$ cat src/rtl/sram_access_scheduler.sv
// Arbitrates the external SRAM port between the video fetch path (absolute priority)
// and an auxiliary read/write port that is served only in fetch-free windows.
module sram_access_scheduler #(
    parameter int ADDR_WIDTH = 20,
    parameter int DATA_WIDTH = 16
) (
    input  logic                  i_clk,
    input  logic                  i_rst,
    input  logic                  i_vid_req,
    input  logic                  i_vid_soon,
    input  logic [ADDR_WIDTH-1:0] i_vid_addr,
    output logic [DATA_WIDTH-1:0] o_vid_data,
    input  logic                  i_aux_req,
    input  logic                  i_aux_we,
    input  logic [ADDR_WIDTH-1:0] i_aux_addr,
    input  logic [DATA_WIDTH-1:0] i_aux_wdata,
    output logic                  o_aux_gnt,
    output logic                  o_aux_rvalid,
    output logic [DATA_WIDTH-1:0] o_aux_rdata,
    output logic                  o_err,
    output logic [ADDR_WIDTH-1:0] o_sram_addr,
    output logic [DATA_WIDTH-1:0] o_sram_wdata,
    output logic                  o_sram_dq_oe,
    output logic                  o_sram_oe_n,
    output logic                  o_sram_we_n,
    input  logic [DATA_WIDTH-1:0] i_sram_rdata
);

    typedef enum logic [2:0] {
        S_VIDEO,
        S_DRAIN,
        S_IDLE,
        S_AUX_RD,
        S_WR_SETUP,
        S_WR_PULSE
    } state_t;

    state_t                  r_state;
    state_t                  w_state_nxt;
    logic                    w_gnt;
    logic                    w_guard;
    logic                    w_vid_bus;
    logic [ADDR_WIDTH-1:0]   r_aux_addr;
    logic [DATA_WIDTH-1:0]   r_aux_wdata;
    logic [DATA_WIDTH-1:0]   r_aux_rdata;
    logic                    r_rvalid;
    logic                    r_err;

    // Video showing up while an aux access owns the bus is a protocol violation.
    assign w_guard = i_vid_req & ((r_state == S_AUX_RD) | (r_state == S_WR_SETUP) |
                                  (r_state == S_WR_PULSE));

    // Video owns the bus in VIDEO and, for zero latency, in any cycle it requests outside DRAIN.
    assign w_vid_bus = (r_state == S_VIDEO) | (i_vid_req & (r_state != S_DRAIN));

    always_comb begin
        w_state_nxt = r_state;
        w_gnt       = 1'b0;
        case (r_state)
            S_VIDEO:    if (!i_vid_req) w_state_nxt = S_DRAIN;
            S_DRAIN:    w_state_nxt = S_IDLE;
            S_IDLE: begin
                if (i_vid_req) begin
                    w_state_nxt = S_VIDEO;
                end else if (i_aux_req && !i_vid_soon) begin
                    w_gnt       = 1'b1;
                    w_state_nxt = i_aux_we ? S_WR_SETUP : S_AUX_RD;
                end
            end
            S_AUX_RD: begin
                if (i_aux_req && !i_aux_we && !i_vid_soon && !i_vid_req) begin
                    w_gnt       = 1'b1;
                    w_state_nxt = S_AUX_RD;
                end else begin
                    w_state_nxt = S_IDLE;
                end
            end
            S_WR_SETUP: w_state_nxt = S_WR_PULSE;
            S_WR_PULSE: w_state_nxt = S_IDLE;
            default:    w_state_nxt = S_IDLE;
        endcase
        if (w_guard) begin
            w_gnt       = 1'b0;
            w_state_nxt = S_VIDEO;
        end
    end

    always_ff @(posedge i_clk or posedge i_rst) begin
        if (i_rst) begin
            r_state     <= S_IDLE;
            r_aux_addr  <= '0;
            r_aux_wdata <= '0;
            r_aux_rdata <= '0;
            r_rvalid    <= 1'b0;
            r_err       <= 1'b0;
        end else begin
            r_state  <= w_state_nxt;
            r_rvalid <= (r_state == S_AUX_RD) & ~w_guard;
            r_err    <= r_err | w_guard;
            if ((r_state == S_AUX_RD) && !w_guard) begin
                r_aux_rdata <= i_sram_rdata;
            end
            if (w_gnt) begin
                r_aux_addr  <= i_aux_addr;
                r_aux_wdata <= i_aux_wdata;
            end
        end
    end

    assign o_vid_data   = i_sram_rdata;
    assign o_aux_gnt    = w_gnt;
    assign o_aux_rvalid = r_rvalid;
    assign o_aux_rdata  = r_aux_rdata;
    assign o_err        = r_err;

    assign o_sram_addr  = w_vid_bus ? i_vid_addr : r_aux_addr;
    assign o_sram_wdata = r_aux_wdata;
    assign o_sram_oe_n  = ~(w_vid_bus | (r_state == S_AUX_RD));
    assign o_sram_we_n  = ~(~w_vid_bus & (r_state == S_WR_PULSE));
    assign o_sram_dq_oe = ~w_vid_bus & ((r_state == S_WR_SETUP) | (r_state == S_WR_PULSE));

endmodule

$ cat config.mk
export PLATFORM = sky130hd
export DESIGN_NAME = sram_access_scheduler
export DESIGN_NICKNAME = d
export VERILOG_FILES = /design/src/rtl/sram_access_scheduler.sv
export SDC_FILE = /design/constraint.sdc
export NUM_CORES = 1
export LEC_CHECK = 0
export CAP_MARGIN = 25
export CORE_MARGIN = 3
export CORE_UTILIZATION = 38
export CTS_BUF_LIST = sky130_fd_sc_hd__clkbuf_16
export DETAILED_ROUTE_END_ITERATION = 7
export PLACE_DENSITY = 0.79
export SETUP_SLACK_MARGIN = 0.3
export SLEW_MARGIN = 25
export SYNTH_ARGS = -nofsm -noshare
export SYNTH_HDL_FRONTEND = slang
export SYNTH_SLANG_ARGS = --single-unit
$ cat constraint.sdc
create_clock -name i_clk -period 2.11 [get_ports i_clk]
set_input_delay 0.211 -clock i_clk [delete_from_list [all_inputs] [get_ports i_clk]]
set_output_delay 0.211 -clock i_clk [all_outputs]
set_load 0.02 [all_outputs]
==> impl_results.md <==
- Die footprint: 0.008361 mm2
- DR iter-0 viols: 30
- Final clock skew: 5.944 ps
- Vias in the first global route: 2,228
- Vias: 2,027
- PwrDens: 1430 mW/mm2
- Post-Syn Area per Cell: 15.33 um2
- Arr. time, crit path: 1810 ps
- Largest net degree at the start of global routing: 58
- Placeable core area: 0.006944 mm2
- Grt total ovfl: 0
- Post-DR vias/cell: 4.628
- Clk root buf: clkbuf_16
- PortBufs: 151
- Max_slew headroom: 73.78%
- RSZ-0062 raised after global routing: true
- Final setup TNS: 0 ps
- VDD IR-drop max: 1.009 mV
- Post-DRT Antenna Nets: 0
- Post-synthesis sequential area ratio: 51.47%
- Die Y: 91.44 um
- Final worst slack: 93.19 ps
- Post-synth cell types: 26
- Fmax: 495.8 MHz
- I/O pins: 152
- LEAKAGE: 0.002186 uW
- First-pass DRT Iterations: 4
- DP Wirelength: 5217 um
- Die width: 91.44 um
- DR WL/cell: 15.83 um
- Crit Path Class: reg -> out
- Yosys top cell area share: 50.52%
- Syn nets: 259
- Clock sink total: 57
- Worst slew pin tran: 393.2 ps
- First-pass GRT wire length: 11,360 um
- Fin. Hold Viols: 0
- Cell Area, Synth: 0.002774 mm2
- Cts bufs inserted: 9
- Max H-tree Level: 3
- TritonCTS clock tree: built
- Outcome: completed
- Final slew viol count: 0
- Max Cap Viol: 0
- # hold bufs at CTS: 0
- Total track usage: 17.25%
- CTS clk-pin slew, worst paths: 50 ps
- Fin crit period: 2017 ps
- Latest clock arrival within the worst-skew pair: 320 ps
- Synth area leader: dfrtp_1
- Worst-path fanout max: 7
- Initial antenna violation count: 0
- Final setup fails: 0
- Synth Instances: 181
- Layout area overhead: 71.85%
- Crit. End Element: output pin
- Synth top area cells: dfrtp_1, mux2_2, mux2_4
- Starting Density: 39.95%
- DRC Markers: 0
- Placer Congestion: 0.7186
- Layout cells sized above 1: 40.35%
- Worst endpoint required time: 1900 ps
- Hold Crit Class: in -> async
- Count of state elements after synthesis: 57
- Clock buffer depth: 2
- Core Rows: 30
- Final wirelength: 6935 um
- Final nets: 415
- Antenna cell count: 0
- Pre-CTS setup slack: -178.6 ps
- Tcrit/Tclk final: 95.58%
- YS warnings: 0
- Crit path launch type: flop
==> report_power, final <==
group / internal (uW) / total [uW] / switching [uW]
clock: 787 / 1290 / 499
sequential: 1630 / 1930 / 301
combinational: 2160 / 3600 / 1450
==> worst paths after layout <==
kind | startpoint | end | slack [ps] | cells after the start
worst max-delay path | r_state[1]$_DFFE_PP1P_ | o_sram_addr[8] | 90 | 6
worst min-delay path | i_rst | o_aux_rdata[13]$_DFFE_PP0P_ | 270 | 3
max in group asynchronous | i_rst | r_state[1]$_DFFE_PP1P_ | 1550 | 3
worst max register to register | r_state[1]$_DFFE_PP1P_ | o_sram_wdata[15]$_DFFE_PP0P_ | 330 | 5
min in group i_clk | o_err$_DFF_PP0_ | o_err$_DFF_PP0_ | 460 | 1
worst min register to register | o_err$_DFF_PP0_ | o_err$_DFF_PP0_ | 460 | 1
==> layout make-up <==
| class | instances | area (um2) |
|---|---|---|
| inverters | 4 | 15.01 |
| clock buffers | 9 | 225.2 |
| fillers | 509 | 2177 |
| repair buffers | 170 | 1745 |
| multi-input cells | 95 | 1186 |
| clock inverters | 7 | 47.55 |
| well taps | 96 | 120.1 |
| flip-flops and latches | 57 | 1428 |
==> worst max-delay path, stage by stage (launching register included) <==
cell and delay, ps:
dfstp_2 390, buf_6 120, o31ai_4 250, buf_6 150, buf_12 130, mux2_4 310
buf_6 130
==> sequential cells by signal (all words and copies together) (netlist names) <==
register	cells
o_aux_rdata	16
r_aux_addr	20
r_state	3
o_sram_wdata	16
o_err	1
o_aux_rvalid	1
==> metrics by stage <==
step                power [uW]  cells  util [%]  hold slack [ps]  instance area, um2
floorplan                 3706    181         -            349.8                2774
global placement          5079    414     61.77            441.3                4289
detailed placement        5174    414     61.77            453.4                4289
CTS                       6862    435     68.04            287.0                4725
global route              7178    438     68.65            319.7                4767
finish                    6818    438     68.65            269.0                4767
==> synth_stat cells (all sizes together) <==
master / number
o31ai: 1
nor2: 4
buf: 25
or3: 1
nand2: 4
and3b: 1
o21ai: 2
dfrtp: 56
a21o: 1
inv: 4
nand2b: 1
and4bb: 1
a211oi: 1
mux2: 72
a22o: 1
nand3b: 1
a21oi: 3
dfstp: 1
o21bai: 1
==> per-layer routing <==
metal	track usage (%)	vias to the layer above	wire [um]
li1	-	940	-
met4	6.658	0	132
met5	0	-	0
met1	19.61	972	2602
met2	28.85	104	3519
met3	6.959	11	680
==> logic make-up (layout without fill, tap and decap cells) <==
| family | Yosys count | count (layout) | share of synthesized area [%] |
|---|---|---|---|
| multiplexers | 72 | 72 | 33.15 |
| flip-flops | 57 | 57 | 51.47 |
| buffers and inverters | 29 | 190 | 9.111 |
| AND/OR/NAND/NOR | 13 | 13 | 3.564 |
| AO/OA/AOI/OAI | 10 | 10 | 2.707 |
==> placed cells by master, fill, tap and decap left out, drive strengths merged, types with 2 or more instances in the layout <==
cell type / count
inv: 4
mux2: 72
clkinvlp: 4
clkdlybuf4s50: 127
o21ai: 2
buf: 42
dfrtp: 56
nand2: 4
nor2: 4
a21oi: 3
clkbuf: 10
clkinv: 3
==> timing repair <==
action,4_1_cts,5_1_grt
gates cloned,1,0
resized for setup,159,9
setup endpoints to repair,24,40
pin swaps,1,2
buffers inserted,4,3
No activity file was read; power rests on OpenSTA's default activity.
